[config.mk]
export PLATFORM = sky130hd
export DESIGN_NAME = alu_mult_seq
export DESIGN_NICKNAME = d
export VERILOG_FILES = /design/src/rtl/alu_mult_seq.sv
export SDC_FILE = /design/constraint.sdc
export NUM_CORES = 1
export LEC_CHECK = 0
export ABC_AREA = 0
export CORE_MARGIN = 2
export CORE_UTILIZATION = 46
export CTS_CLUSTER_SIZE = 16
export DETAILED_ROUTE_END_ITERATION = 6
export PLACE_DENSITY = 0.79
export SYNTH_ARGS = -nofsm -noshare
export SYNTH_HDL_FRONTEND = slang
export SYNTH_SLANG_ARGS = --single-unit
[constraint.sdc]
create_clock -name clk -period 3.1 [get_ports clk]
set_clock_uncertainty 0.05 [all_clocks]
set_input_delay 0.775 -clock clk [delete_from_list [all_inputs] [get_ports clk]]
set_output_delay 0.775 -clock clk [all_outputs]
set_load 0.05 [all_outputs]
[src/rtl/alu_mult_seq.sv]
// Shift-and-add multiplier that drives the shared Hack ALU; returns the low WIDTH bits of a*b.
// done follows the accepting edge by 2k+1 cycles (k = index of b's top set bit + 1), or 1 cycle if either operand is 0; start is dropped while busy.
module alu_mult_seq #(
    parameter int WIDTH = 16
) (
    input  logic             clk,
    input  logic             reset,
    input  logic             start,
    input  logic [WIDTH-1:0] a,
    input  logic [WIDTH-1:0] b,
    output logic             busy,
    output logic             done,
    output logic [WIDTH-1:0] product,
    output logic             product_zr,
    output logic             product_ng,
    output logic [WIDTH-1:0] alu_x,
    output logic [WIDTH-1:0] alu_y,
    output logic             alu_zx,
    output logic             alu_nx,
    output logic             alu_zy,
    output logic             alu_ny,
    output logic             alu_f,
    output logic             alu_no,
    input  logic [WIDTH-1:0] alu_out
);

    localparam int IW = (WIDTH > 1) ? $clog2(WIDTH) : 1;

    typedef enum logic [1:0] {
        S_IDLE,
        S_ADD,
        S_DBL,
        S_DONE
    } state_t;

    state_t           r_state;
    logic [WIDTH-1:0] r_acc;
    logic [WIDTH-1:0] r_mcand;
    logic [WIDTH-1:0] r_mplier;
    logic [WIDTH-1:0] r_product;
    logic [IW-1:0]    r_iter;
    logic             r_busy;
    logic             r_done;

    logic             w_operand_zero;
    logic             w_last_iter;
    logic [WIDTH-1:0] w_mplier_shr;

    assign w_operand_zero = (a == '0) || (b == '0);
    assign w_mplier_shr   = r_mplier >> 1;
    // Stop once no multiplier bits remain; the iter bound only matters if that check never fires.
    assign w_last_iter    = (w_mplier_shr == '0) || (r_iter == IW'(WIDTH - 1));

    always_ff @(posedge clk) begin
        if (reset) begin
            r_state   <= S_IDLE;
            r_acc     <= '0;
            r_mcand   <= '0;
            r_mplier  <= '0;
            r_product <= '0;
            r_iter    <= '0;
            r_busy    <= 1'b0;
            r_done    <= 1'b0;
        end else begin
            r_done <= 1'b0;
            case (r_state)
                S_IDLE: begin
                    if (start) begin
                        r_mcand  <= a;
                        r_mplier <= b;
                        r_acc    <= '0;
                        r_iter   <= '0;
                        r_busy   <= 1'b1;
                        r_state  <= w_operand_zero ? S_DONE : S_ADD;
                    end
                end
                S_ADD: begin
                    r_acc   <= alu_out;
                    r_state <= S_DBL;
                end
                S_DBL: begin
                    r_mcand  <= alu_out;
                    r_mplier <= w_mplier_shr;
                    r_iter   <= r_iter + 1'b1;
                    r_state  <= w_last_iter ? S_DONE : S_ADD;
                end
                S_DONE: begin
                    r_product <= r_acc;
                    r_done    <= 1'b1;
                    r_busy    <= 1'b0;
                    r_state   <= S_IDLE;
                end
                default: r_state <= S_IDLE;
            endcase
        end
    end

    // ALU defaults to the constant-zero code whenever the multiplier is not stepping.
    always_comb begin
        alu_x  = '0;
        alu_y  = '0;
        alu_zx = 1'b1;
        alu_nx = 1'b0;
        alu_zy = 1'b1;
        alu_ny = 1'b0;
        alu_f  = 1'b1;
        alu_no = 1'b0;
        case (r_state)
            S_ADD: begin
                alu_x  = r_acc;
                alu_y  = r_mcand;
                alu_zx = 1'b0;
                alu_zy = ~r_mplier[0];
            end
            S_DBL: begin
                alu_x  = r_mcand;
                alu_y  = r_mcand;
                alu_zx = 1'b0;
                alu_zy = 1'b0;
            end
            default: ;
        endcase
    end

    assign busy       = r_busy;
    assign done       = r_done;
    assign product    = r_product;
    assign product_zr = (r_product == '0);
    assign product_ng = r_product[WIDTH-1];

endmodule

==> run summary <==
The mapped netlist covers 0.00359 mm^2. Buffers added to address setup during post-CTS repair amount to 0. After clock tree synthesis, the clock-pin slew on the worst setup and hold paths is 80 ps. The internal portion of the total power is 2.51 mW.

Static timing analysis puts the maximum clock frequency at 334 MHz. The time the worst path needs with I/O delays and setup was 3000 ps. The layout overhead on the synthesized area is 38.4%. The path with the worst hold slack has its endpoint at r_mplier[15]$_SDFFE_PP0P_. The fraction of registers with async set or reset after synthesis was 0%; the cell depth of the worst min-delay path was 2. The tools report the number of antenna violations at the first check in global routing as 0. From left edge to right edge, the die measures 92.4 um.

The worst-case IR drop observed on VDD is 0.474 mV. The worst register-to-register path begins at r_state[0]$_SDFFE_PP0P_. Detailed routing inserted a total of 3117 vias.

The logs give 0 for the total count of hold-check failures in the final report and 3132 for the via count of the first global-routing pass. Counting every instance in the synthesized netlist gives 369. For the combinational share of power, the log shows 48.9%.

The initialized floorplan defines 32 standard-cell rows. In this run, flip-flops and latches consume 31.0% of the power. The first global-routing pass estimated 16.1 mm of wire. The share of final-layout standard cells stronger than drive strength 1 came out at 20.1%. Commonest register cell after synthesis: dfxtp_1. The analysis attributes to net switching a power of 1.95 mW. In this run, distinct cell masters in the synthesized netlist total 38. After filler insertion, the fill cell instance count of the layout stands at 630. The library cell used most frequently in the layout, excluding fill and tap cells, is dfxtp_1. The detail route stage leaves a number of antenna-violating nets equal to 0.

The remaining global-route overflow was 0. The worst register-to-register path has a setup slack of 830 ps. 109 I/O pins were placed.

In this run the standard cell core region covers 0.00765 mm^2. At the worst endpoint, the required time is 2270 ps. After detailed routing, the average wire length per cell comes to 17.5 um. The tools report the sequential cell area fraction in the yosys report as 40.1%. The first routing iteration left 187 violations.

The switching fraction of total power came out at 43.6%. The cell sitting at the root of the clock tree is a clkbuf_8. End of the worst register-to-register path: r_mcand[13]$_SDFFE_PP0P_. After routing, the total negative slack on setup checks comes to 0 ps.

The via-per-instance ratio is 5.52. Die span in y: 92.4 um. In this run, the clock network consumes 20.1% of the power. Setup repair after global routing left no endpoint under its margin. Detailed placement ended at an HPWL of 7.26 mm.

The startpoint identified for the worst hold timing path is r_mplier[15]$_SDFFE_PP0P_. The biggest fanout along the worst timing path works out to 12. Counting the buffers created by CTS gives 9. Power spread over the standard cell area amounts to 898 mW/mm^2.

Clock latency on the worst-skew pair, taken at its later pin, is 340 ps. For this configuration, the core starts out at a cell density of 47.0%. Entering global routing, the biggest net connects 69 pins. The average footprint of a synthesized cell is 9.73 um^2.

In this run the worst hold path is classified as flip-flop to flip-flop. Clock sink count: 72. The flow ran to the end, and the final reports show no timing, DRC or antenna violations. The remaining design rule violation count is 0, and the total power consumption of the routed design is 4.46 mW.

Data arrival time of the worst path: 2170 ps. No sink is reached through more buffers than the 2 on the longest clock path. Headroom to the max-slew limit came out at 30.5%. The standby leakage power is 1.81 nW.

The final count of pins violating max slew was 0. Total of buffers placed on input and output ports: 104. CTS built an H-tree with a depth of 3. STA classifies the critical path startpoint as a flip-flop.

Global routing consumed, over all layers together, 24.0% of the routing resources. The post-synthesis sequential element count is 72. Type of the worst setup path: flip-flop to output port. TritonCTS built the clock tree.

For the pin with the worst max-slew slack, the measured transition is 1040 ps. The tool flagged a number of max-cap violations equal to 0. For the warning count from the yosys run, the log shows 0. The floorplan step defined a die boundary enclosing 0.00853 mm^2. The final setup violation count was 0; the count of antenna diodes in the layout was 0. The tools report the kind of capture point of the worst setup path as an output port. Yosys mapped a number of flops with a built-in enable equal to 0.

At the end of the flow, the number of nets in the layout was 514. The worst-case reg-to-reg path depth is 8, and the count of TritonRoute iterations in the first routing pass is 5. For the final wirelength, the log shows 9.90 mm. The portion of the clock cycle consumed by the worst path in the final layout works out to 96.7%. The congestion estimate from routability-driven global placement came to 0.900.

Leaving out fill and tap cells, the most frequent cells in the layout are dfxtp_1, clkdlybuf4s50_1, nor2_1, mux2i_1, a211oi_2.
synth_stat cells, types with 2 or more instances:
| cell type | instances | area (um^2) |
|---|---|---|
| buf_1 | 5 | 18.8 |
| buf_6 | 4 | 45.0 |
| a22o_1 | 16 | 140 |
| dfxtp_1 | 72 | 1440 |
| nor4_1 | 16 | 100 |
| a211oi_2 | 29 | 363 |
| a21oi_1 | 4 | 20.0 |
| nand2_1 | 5 | 18.8 |
| buf_2 | 11 | 55.1 |
| ha_1 | 5 | 62.6 |
| a22oi_1 | 17 | 128 |
| o21ai_0 | 2 | 10.0 |
| a211oi_1 | 4 | 30.0 |
| nand2b_1 | 3 | 18.8 |
| nor2_1 | 68 | 255 |
| nand3_1 | 2 | 10.0 |
| buf_4 | 10 | 75.1 |
| conb_1 | 2 | 7.51 |
| mux2i_1 | 48 | 480 |
| nand4_1 | 3 | 18.8 |
| and2_1 | 20 | 125 |
| clkbuf_1 | 5 | 18.8 |
| inv_1 | 3 | 11.3 |
routing by layer:
layer | wire length, um | up-vias | track usage (%)
met1 | 4180 | 1477 | 30.3
met2 | 5030 | 102 | 40.6
met5 | 0 | - | 0
met3 | 477 | 17 | 3.50
met4 | 214 | 0 | 10.6
li1 | - | 1521 | -
through the flow:
step / worst slack, ps / hold slack (ps) / util (%) / cells / instance area (um^2)
after floorplan: 513 / 395 / - / 371 / 3600
after global placement: 386 / 417 / 61.7 / 549 / 4720
final: 102 / 437 / 65.0 / 565 / 4970
after global routing: 2.39 / 476 / 65.0 / 565 / 4970
after CTS: 84.8 / 439 / 65.0 / 565 / 4970
after detailed placement: 260 / 428 / 61.7 / 549 / 4720
kinds of logic (layout without fill, tap and decap cells):
family | after synthesis | after routing | share of synthesized area, %
compound gates | 76 | 76 | 20.1
fa+ha+maj | 5 | 5 | 1.74
buf+inv | 38 | 130 | 6.24
flops | 72 | 72 | 40.1
mux | 48 | 48 | 13.4
other cells | 2 | 4 | 0.209
simple gates | 128 | 128 | 18.2
power groups by stage:
stage,combinational [mW],clock (mW),sequential (mW)
3_3_place_gp,2.13,0,1.39
4_1_cts,2.19,0.907,1.37
2_1_floorplan,1.68,0,1.34
6_report,2.18,0.897,1.38
5_1_grt,2.35,0.949,1.41
3_5_place_dp,2.17,0,1.40
critical path, cell delays in order (launching register included):
cell,delay [ps]
dfxtp_1,380
inv_1,100
ha_1,450
inv_1,100
clkdlybuf4s50_1,800
worst max-delay path by stage:
| stage | start | to | slack, ps | cells past startpoint |
|---|---|---|---|---|
| finish | r_state[0]$_SDFFE_PP0P_ | alu_zx | 100 | 4 |
| global route | r_state[1]$_SDFFE_PP0P_ | alu_x[15] | 2 | 6 |
| CTS | r_state[1]$_SDFFE_PP0P_ | alu_x[15] | 80 | 5 |
| detailed placement | r_state[1]$_SDFFE_PP0P_ | alu_x[0] | 260 | 5 |
| global placement | r_state[1]$_SDFFE_PP0P_ | alu_x[13] | 390 | 5 |
| floorplan | r_state[1]$_SDFFE_PP0P_ | alu_x[0] | 510 | 6 |
cell type report:
class / count / area [um^2] / area share (%)
multi-input cells: 261 / 1940 / 39.0
inverters: 3 / 11.3 / 0.227
well taps: 102 / 128 / 2.57
flip-flops and latches: 72 / 1440 / 29.0
clock inverters: 7 / 120 / 2.42
clock buffers: 9 / 124 / 2.49
repair buffers: 111 / 1210 / 24.3
state kept, by name, summed over array words and instances (netlist names):
name and flops:
done 1, product 16, r_mplier 16, busy 1, r_acc 16, r_iter 4
r_mcand 16, r_state 2
what timing repair did:
| action | in CTS | in global routing |
|---|---|---|
| gates resized for setup | 1 | 1 |
| endpoints found under the setup margin | 16 | 16 |
| hold buffers | 0 | 0 |
Note: power is estimated with default switching activity, not from simulation.
